<file path="config.mk">
export PLATFORM = sky130hd
export DESIGN_NAME = mips_cpu_hilo_unit_flat
export DESIGN_NICKNAME = d
export VERILOG_FILES = /design/src/rtl/mips_cpu_hilo_unit_if.sv /design/src/rtl/mips_cpu_hilo_unit.sv /design/src/flat_wrapper.sv
export SDC_FILE = /design/constraint.sdc
export NUM_CORES = 1
export LEC_CHECK = 0
export CORE_UTILIZATION = 35
export CTS_CLUSTER_DIAMETER = 100
export DETAILED_ROUTE_END_ITERATION = 7
export PLACE_DENSITY_LB_ADDON = 0.1
export REMOVE_ABC_BUFFERS = 1
export SLEW_MARGIN = 30
export SYNTH_ARGS = -nofsm -noshare
export SYNTH_HDL_FRONTEND = slang
export SYNTH_SLANG_ARGS = --single-unit
</file>
<file path="constraint.sdc">
create_clock -name clk -period 3.4 [get_ports clk]
set_input_delay 1.02 -clock clk [delete_from_list [all_inputs] [get_ports clk]]
set_output_delay 1.02 -clock clk [all_outputs]
set_load 0.02 [all_outputs]
</file>
<file path="src/rtl/mips_cpu_hilo_unit_if.sv">
// Issue/result bundle between the EX stage and the HI/LO unit.
interface mips_cpu_hilo_unit_if #(
  parameter int WIDTH = 32
);
  logic             start;
  logic [4:0]       alucontrol;
  logic [WIDTH-1:0] srca;
  logic [WIDTH-1:0] srcb;
  logic             busy;
  logic             stall;
  logic             done;
  logic [WIDTH-1:0] hi;
  logic [WIDTH-1:0] lo;
  logic [WIDTH-1:0] result;

  modport master (
    output start, alucontrol, srca, srcb,
    input  busy, stall, done, hi, lo, result
  );

  modport slave (
    input  start, alucontrol, srca, srcb,
    output busy, stall, done, hi, lo, result
  );
endinterface

</file>
<file path="src/rtl/mips_cpu_hilo_unit.sv">
// HI/LO unit: owns HI/LO, iterative MULT/MULTU/DIV/DIVU, MTHI/MTLO/MFHI/MFLO.
// Define HILO_FAST_MULT_EN for a single-cycle multiplier (divide stays iterative).
module mips_cpu_hilo_unit #(
  parameter int WIDTH = 32,
  parameter int ITER  = 32
) (
  input logic                 clk,
  input logic                 reset_n,
  mips_cpu_hilo_unit_if.slave bus
);

  localparam int CW = $clog2(ITER);

  localparam logic [4:0] OP_MULTU = 5'b00111;
  localparam logic [4:0] OP_MULT  = 5'b01000;
  localparam logic [4:0] OP_DIV   = 5'b01111;
  localparam logic [4:0] OP_DIVU  = 5'b10000;
  localparam logic [4:0] OP_MTHI  = 5'b10001;
  localparam logic [4:0] OP_MTLO  = 5'b10010;
  localparam logic [4:0] OP_MFHI  = 5'b11010;
  localparam logic [4:0] OP_MFLO  = 5'b11011;

  typedef enum logic [1:0] {IDLE, RUN, FIX} state_t;

  state_t             state_q, state_d;
  logic [WIDTH-1:0]   hi_q, hi_d;
  logic [WIDTH-1:0]   lo_q, lo_d;
  logic [WIDTH-1:0]   opb_q, opb_d;
  logic [2*WIDTH-1:0] acc_q, acc_d;
  logic [CW-1:0]      cnt_q, cnt_d;
  logic               is_div_q, is_div_d;
  logic               neg_res_q, neg_res_d;
  logic               neg_rem_q, neg_rem_d;
  logic               div0_q, div0_d;
  logic               done_q, done_d;

  logic               signed_op, a_neg, b_neg;
  logic [WIDTH-1:0]   a_mag, b_mag;
  logic [WIDTH:0]     div_top;
  logic [WIDTH+1:0]   div_diff;
  logic [WIDTH:0]     mul_sum;
  logic [WIDTH-1:0]   quo_fix, rem_fix;
  logic [2*WIDTH-1:0] prod_fix;

  function automatic logic is_hilo(input logic [4:0] code);
    case (code)
      OP_MULTU, OP_MULT, OP_DIV, OP_DIVU,
      OP_MTHI, OP_MTLO, OP_MFHI, OP_MFLO: return 1'b1;
      default:                            return 1'b0;
    endcase
  endfunction

  assign signed_op = (bus.alucontrol == OP_MULT) || (bus.alucontrol == OP_DIV);
  assign a_neg     = signed_op & bus.srca[WIDTH-1];
  assign b_neg     = signed_op & bus.srcb[WIDTH-1];
  assign a_mag     = a_neg ? -bus.srca : bus.srca;
  assign b_mag     = b_neg ? -bus.srcb : bus.srcb;

  // acc_q holds {remainder, quotient} for divide and {partial, multiplier} for multiply
  assign div_top  = acc_q[2*WIDTH-1:WIDTH-1];
  assign div_diff = {1'b0, div_top} - {2'b00, opb_q};
  assign mul_sum  = {1'b0, acc_q[2*WIDTH-1:WIDTH]} + (acc_q[0] ? {1'b0, opb_q} : '0);

  assign quo_fix  = neg_res_q ? -acc_q[WIDTH-1:0] : acc_q[WIDTH-1:0];
  assign rem_fix  = neg_rem_q ? -acc_q[2*WIDTH-1:WIDTH] : acc_q[2*WIDTH-1:WIDTH];
  assign prod_fix = neg_res_q ? -acc_q : acc_q;

`ifdef HILO_FAST_MULT_EN
  logic [2*WIDTH-1:0] fast_prod;
  assign fast_prod = {{WIDTH{1'b0}}, a_mag} * {{WIDTH{1'b0}}, b_mag};
`endif

  always_ff @(posedge clk) begin
    if (!reset_n) begin
      state_q   <= IDLE;
      hi_q      <= '0;
      lo_q      <= '0;
      opb_q     <= '0;
      acc_q     <= '0;
      cnt_q     <= '0;
      is_div_q  <= 1'b0;
      neg_res_q <= 1'b0;
      neg_rem_q <= 1'b0;
      div0_q    <= 1'b0;
      done_q    <= 1'b0;
    end else begin
      state_q   <= state_d;
      hi_q      <= hi_d;
      lo_q      <= lo_d;
      opb_q     <= opb_d;
      acc_q     <= acc_d;
      cnt_q     <= cnt_d;
      is_div_q  <= is_div_d;
      neg_res_q <= neg_res_d;
      neg_rem_q <= neg_rem_d;
      div0_q    <= div0_d;
      done_q    <= done_d;
    end
  end

  always_comb begin
    state_d   = state_q;
    hi_d      = hi_q;
    lo_d      = lo_q;
    opb_d     = opb_q;
    acc_d     = acc_q;
    cnt_d     = cnt_q;
    is_div_d  = is_div_q;
    neg_res_d = neg_res_q;
    neg_rem_d = neg_rem_q;
    div0_d    = div0_q;
    done_d    = 1'b0;
    case (state_q)
      IDLE: begin
        if (bus.start) begin
          case (bus.alucontrol)
            OP_MULT, OP_MULTU: begin
              opb_d     = a_mag;
              neg_res_d = a_neg ^ b_neg;
              neg_rem_d = 1'b0;
              is_div_d  = 1'b0;
              div0_d    = 1'b0;
              cnt_d     = '0;
`ifdef HILO_FAST_MULT_EN
              acc_d     = fast_prod;
              state_d   = FIX;
`else
              acc_d     = {{WIDTH{1'b0}}, b_mag};
              state_d   = RUN;
`endif
            end
            OP_DIV, OP_DIVU: begin
              acc_d     = {{WIDTH{1'b0}}, a_mag};
              opb_d     = b_mag;
              neg_res_d = a_neg ^ b_neg;
              neg_rem_d = a_neg;
              is_div_d  = 1'b1;
              div0_d    = (bus.srcb == '0);
              cnt_d     = '0;
              state_d   = RUN;
            end
            OP_MTHI: hi_d = bus.srca;
            OP_MTLO: lo_d = bus.srca;
            default: ;
          endcase
        end
      end
      RUN: begin
        if (is_div_q) begin
          acc_d = div_diff[WIDTH+1] ? {acc_q[2*WIDTH-2:0], 1'b0}
                                    : {div_diff[WIDTH-1:0], acc_q[WIDTH-2:0], 1'b1};
        end else begin
          acc_d = {mul_sum, acc_q[WIDTH-1:1]};
        end
        cnt_d = cnt_q + 1'b1;
        if (cnt_q == CW'(ITER - 1)) state_d = FIX;
      end
      FIX: begin
        if (is_div_q) begin
          // A zero divisor leaves the dividend magnitude as remainder; re-signing it yields srca
          lo_d = div0_q ? '1 : quo_fix;
          hi_d = rem_fix;
        end else begin
          {hi_d, lo_d} = prod_fix;
        end
        done_d  = 1'b1;
        state_d = IDLE;
      end
      default: state_d = IDLE;
    endcase
  end

  always_comb begin
    bus.busy  = (state_q != IDLE);
    bus.done  = done_q;
    bus.hi    = hi_q;
    bus.lo    = lo_q;
    bus.stall = bus.start & (state_q != IDLE) & is_hilo(bus.alucontrol);
    case (bus.alucontrol)
      OP_MFHI: bus.result = hi_q;
      OP_MFLO: bus.result = lo_q;
      default: bus.result = '0;
    endcase
  end

endmodule
</file>
<file path="src/flat_wrapper.sv">
// flat-port wrapper written by rule: the top's interface ports become plain ports
module mips_cpu_hilo_unit_flat 
#(
  parameter int WIDTH = 32,
  parameter int ITER  = 32
)
  (clk, reset_n, bus_start, bus_alucontrol, bus_srca, bus_srcb, bus_busy, bus_stall, bus_done, bus_hi, bus_lo, bus_result);
  mips_cpu_hilo_unit_if #(.WIDTH(WIDTH)) bus_i ();
  input logic clk;
  input logic reset_n;
  input wire logic [$bits(bus_i.start)-1:0] bus_start;
  input wire logic [$bits(bus_i.alucontrol)-1:0] bus_alucontrol;
  input wire logic [$bits(bus_i.srca)-1:0] bus_srca;
  input wire logic [$bits(bus_i.srcb)-1:0] bus_srcb;
  output wire logic [$bits(bus_i.busy)-1:0] bus_busy;
  output wire logic [$bits(bus_i.stall)-1:0] bus_stall;
  output wire logic [$bits(bus_i.done)-1:0] bus_done;
  output wire logic [$bits(bus_i.hi)-1:0] bus_hi;
  output wire logic [$bits(bus_i.lo)-1:0] bus_lo;
  output wire logic [$bits(bus_i.result)-1:0] bus_result;
  assign bus_i.start = bus_start;
  assign bus_i.alucontrol = bus_alucontrol;
  assign bus_i.srca = bus_srca;
  assign bus_i.srcb = bus_srcb;
  assign bus_busy = bus_i.busy;
  assign bus_stall = bus_i.stall;
  assign bus_done = bus_i.done;
  assign bus_hi = bus_i.hi;
  assign bus_lo = bus_i.lo;
  assign bus_result = bus_i.result;
  mips_cpu_hilo_unit #(.WIDTH(WIDTH), .ITER(ITER)) u_core (.clk(clk), .reset_n(reset_n), .bus(bus_i));
endmodule
</file>
==> results of run 1 <==
power by group through the flow:
stage | clock, W | sequential (W) | combinational, W
after floorplan | 0 | 0.00216 | 0.000755
after global placement | 0 | 0.00215 | 0.00155
after detailed placement | 0 | 0.00215 | 0.00155
after CTS | 0.00205 | 0.00211 | 0.00157
after global routing | 0.00213 | 0.00212 | 0.00172
final | 0.00202 | 0.00211 | 0.00160
cell usage after synthesis, types with 10 or more instances:
library cell	instances	area, µm²
nor2b_1	35	219
nand2b_1	14	87.6
o211a_1	23	230
o41ai_1	11	96.3
o221ai_1	29	254
o21ai_0	111	556
and2_1	12	75.1
nor3_1	33	165
a31oi_1	21	131
buf_1	19	71.3
a22oi_1	16	120
xor2_1	86	753
a311oi_1	10	87.6
o21ai_1	21	105
nand3_1	71	355
and3_1	13	81.3
nor2_1	183	687
nand2_1	277	1040
nand4_1	10	62.6
a211oi_1	34	255
or4_1	15	113
nor4_1	15	93.8
dfxtp_1	172	3440
or3_1	15	93.8
a21o_1	33	248
o211ai_1	37	278
mux2i_1	78	781
ha_1	70	876
clkbuf_1	117	439
xnor2_1	85	744
a21boi_0	41	308
a21oi_1	151	756
inv_1	74	278
o31ai_1	28	210
final timing paths:
check / from / to
hold reg to reg: u_core.bus.lo[29]$_SDFFE_PN0P_ / u_core.bus.lo[29]$_SDFFE_PN0P_
hold / removal: u_core.bus.lo[29]$_SDFFE_PN0P_ / u_core.bus.lo[29]$_SDFFE_PN0P_
setup reg to reg: u_core.opb_q[6]$_SDFFE_PN0P_ / u_core.acc_q[41]$_SDFFE_PN0P_
setup / recovery: bus_alucontrol[4] / bus_result[26]
cell type report:
| cell class | count | area, µm² |
|---|---|---|
| Sequential cell | 172 | 3440 |
| Multi-Input combinational cell | 1671 | 11100 |
| Clock inverter | 15 | 140 |
| Inverter | 75 | 282 |
| Timing Repair Buffer | 506 | 4300 |
| Tap cell | 539 | 674 |
| Antenna cell | 1 | 2.50 |
| Clock buffer | 17 | 425 |
| Fill cell | 4272 | 21700 |
metrics by stage:
step                area, µm²  instances
detailed placement      19600       2959
global route            20300       2995
floorplan               14400       1918
CTS                     20000       2991
finish                  20300       2996
global placement        19600       2959
cells by family (layout without fill, tap and decap cells):
group,count (synthesis),count (layout),share of synthesized area
other cells,0,1,0
compound gates,624,624,0.278
xor+xnor,171,171,0.0999
fa+ha+maj,72,72,0.0611
simple gates,721,721,0.220
flops,172,172,0.230
mux,83,83,0.0561
buf+inv,218,613,0.0556
registers in the layout, summed over array words and instances (netlist names):
signal / cells
u_core.bus.lo: 32
u_core.bus.done: 1
u_core.neg_rem_q: 1
u_core.is_div_q: 1
u_core.acc_q: 64
u_core.cnt_q: 5
u_core.state_q: 2
u_core.opb_q: 32
u_core.neg_res_q: 1
u_core.bus.hi: 32
u_core.div0_q: 1
worst max-delay path, cell delays in order:
cell and delay, ns:
clkdlybuf4s50_1 0.49, nor2b_4 0.16, nand3_2 0.11, buf_12 0.18, nor2_1 0.13, buf_2 0.18
timing repair:
item	CTS	global route
gates resized for setup	149	61
endpoints found under the setup margin	52	84
setup buffers	0	4
pin swaps	5	20
placed cells by master, fill, tap and decap left out, types with 37 or more instances in the layout:
master,instances
dfxtp_1,171
o211ai_1,37
clkdlybuf4s50_1,129
nand2_1,275
inv_1,73
mux2i_1,78
nand3_1,70
nor2_1,178
buf_4,320
a21boi_0,41
a21oi_1,141
xnor2_1,84
ha_1,69
xor2_1,84
o21ai_0,103
routing by layer:
layer,GRT usage,vias up,part of all wire
met5,0,-,0
met4,0.0895,0,0.023
met3,0.0349,64,0.046
met2,0.435,414,0.45
met1,0.378,7838,0.48
li1,-,8146,-
==> impl_results.md, run 1 <==
* Starting Density at 0.356
* H-tree levels at 4
* Drt wl/cell at 20.2 µm
* Number of placed I/O pins at 171
* Nets@finish at around 2600
* Clock power frac at 0.352
* Syn Std Cell Area at 15000 µm²
* NetSw at 0.00195 W
* DRC viols at 0
* Ys flop type: dfxtp_1
* Final core area utilization at 0.483
* DR pass1 iterations at 5
* Seq/Total Area, Yosys at 0.230
* Crit path DAT at 2.28 ns
* Warnings, synthesis at 0
* Pins Over Slew Limit at 0
* R2R Setup Slk at 0.1 ns
* Final Hold Viols at 0
* Max-cap violations at 0
* Total GRT Usage at 0.273
* CP Launch Type: input port
* Root buffer cell: clkbuf_16
* Crit Path Max Fanout at 32
* Worst Tran Pin Value at about 0.81 ns
* Pint at 0.00377 W
* Die Span X at ~210 µm
* Period utilisation layout at 0.971
* GRT overflow at 0
* DR vias at 16462
* Result of the run: completed
* Switching share of power at 0.341
* #FFs+latches synth at 172
* Setup Skew at 0.0166 ns
* Core Region at 42000 µm²
* PD cells at 282 nW/µm²
* TritonCTS buffer count at 17
* First-pass GRT wire length at 92200 µm
* Setup TNS at 0 ns
* GPL Wtd Cong at 0.981
* Number of port buffers at 170
* Max-slew headroom at 0.460
* Max frequency at 303 MHz
* Initial antenna violation count at 2
* CTS tree: yes
* RSZ-0062 raised after global routing: true
* Cell variety after synth at 75
* Count of hold-fix buffers inserted at cts at 0
* Row cnt at 75
* Vias per cell at 5.49
* Die area at 43600 µm²
* Hold path depth at 2
* DRT iter0 DRCs at 1004
* Worst skew pair latency at 0.47 ns
* Min Tclk post-route at 3.30 ns
* Num Clock Sinks at 172
* Die height at 209 µm
* Peak supply drop at 0.345 mV
* CTS Buffer Depth at 2
* Vias in the first global route at between 15000 and 20000
* Crit path required time at ~2.4 ns
* Crit end category: output port
* Hold slack at ~0.47 ns
* Final setup margin at 0.0986 ns
* DRT antenna net count at 0
* DRT Wirelength at 60500 µm
* Total power at 0.00573 W
* Flop pwr share at 0.368
* Clock Pin Slew Worst Setup and Hold Paths at ~0.070 ns
* Crit Path Class: in -> out
* Layout cells sized above 1 at 0.198
* Combinational fraction of design power at 0.280
* HP Class: reg -> reg
* Dpl ws at -0.557 ns
* Setup violators final at 0
* R2R depth at 15
* P_leak at 8.67 nW
* Area delta synth->final at 35.6%
* Ys async rst share at 0
* Post-synthesis cell count at 2061
* Avg Synthesized Cell Area at 7.27 µm²
* EDFF count, synth at 0
* Largest net degree at the start of global routing at 92
* Post-DP HPWL at 48000 µm
Power figures use the tool's default switching activity.
==> run 2: changes to the inputs <==
CTS_BUF_LIST = sky130_fd_sc_hd__clkbuf_4 sky130_fd_sc_hd__clkbuf_8 sky130_fd_sc_hd__clkbuf_16   (was default)
==> results of run 2 <==
Same layout as run 1: the final DEF is identical, and so are final timing and power.
==> run 3: changes to the inputs <==
GPL_TIMING_DRIVEN = 1   (was default)
==> results of run 3 <==
Same layout as run 1: the final DEF is identical, and so are final timing and power.
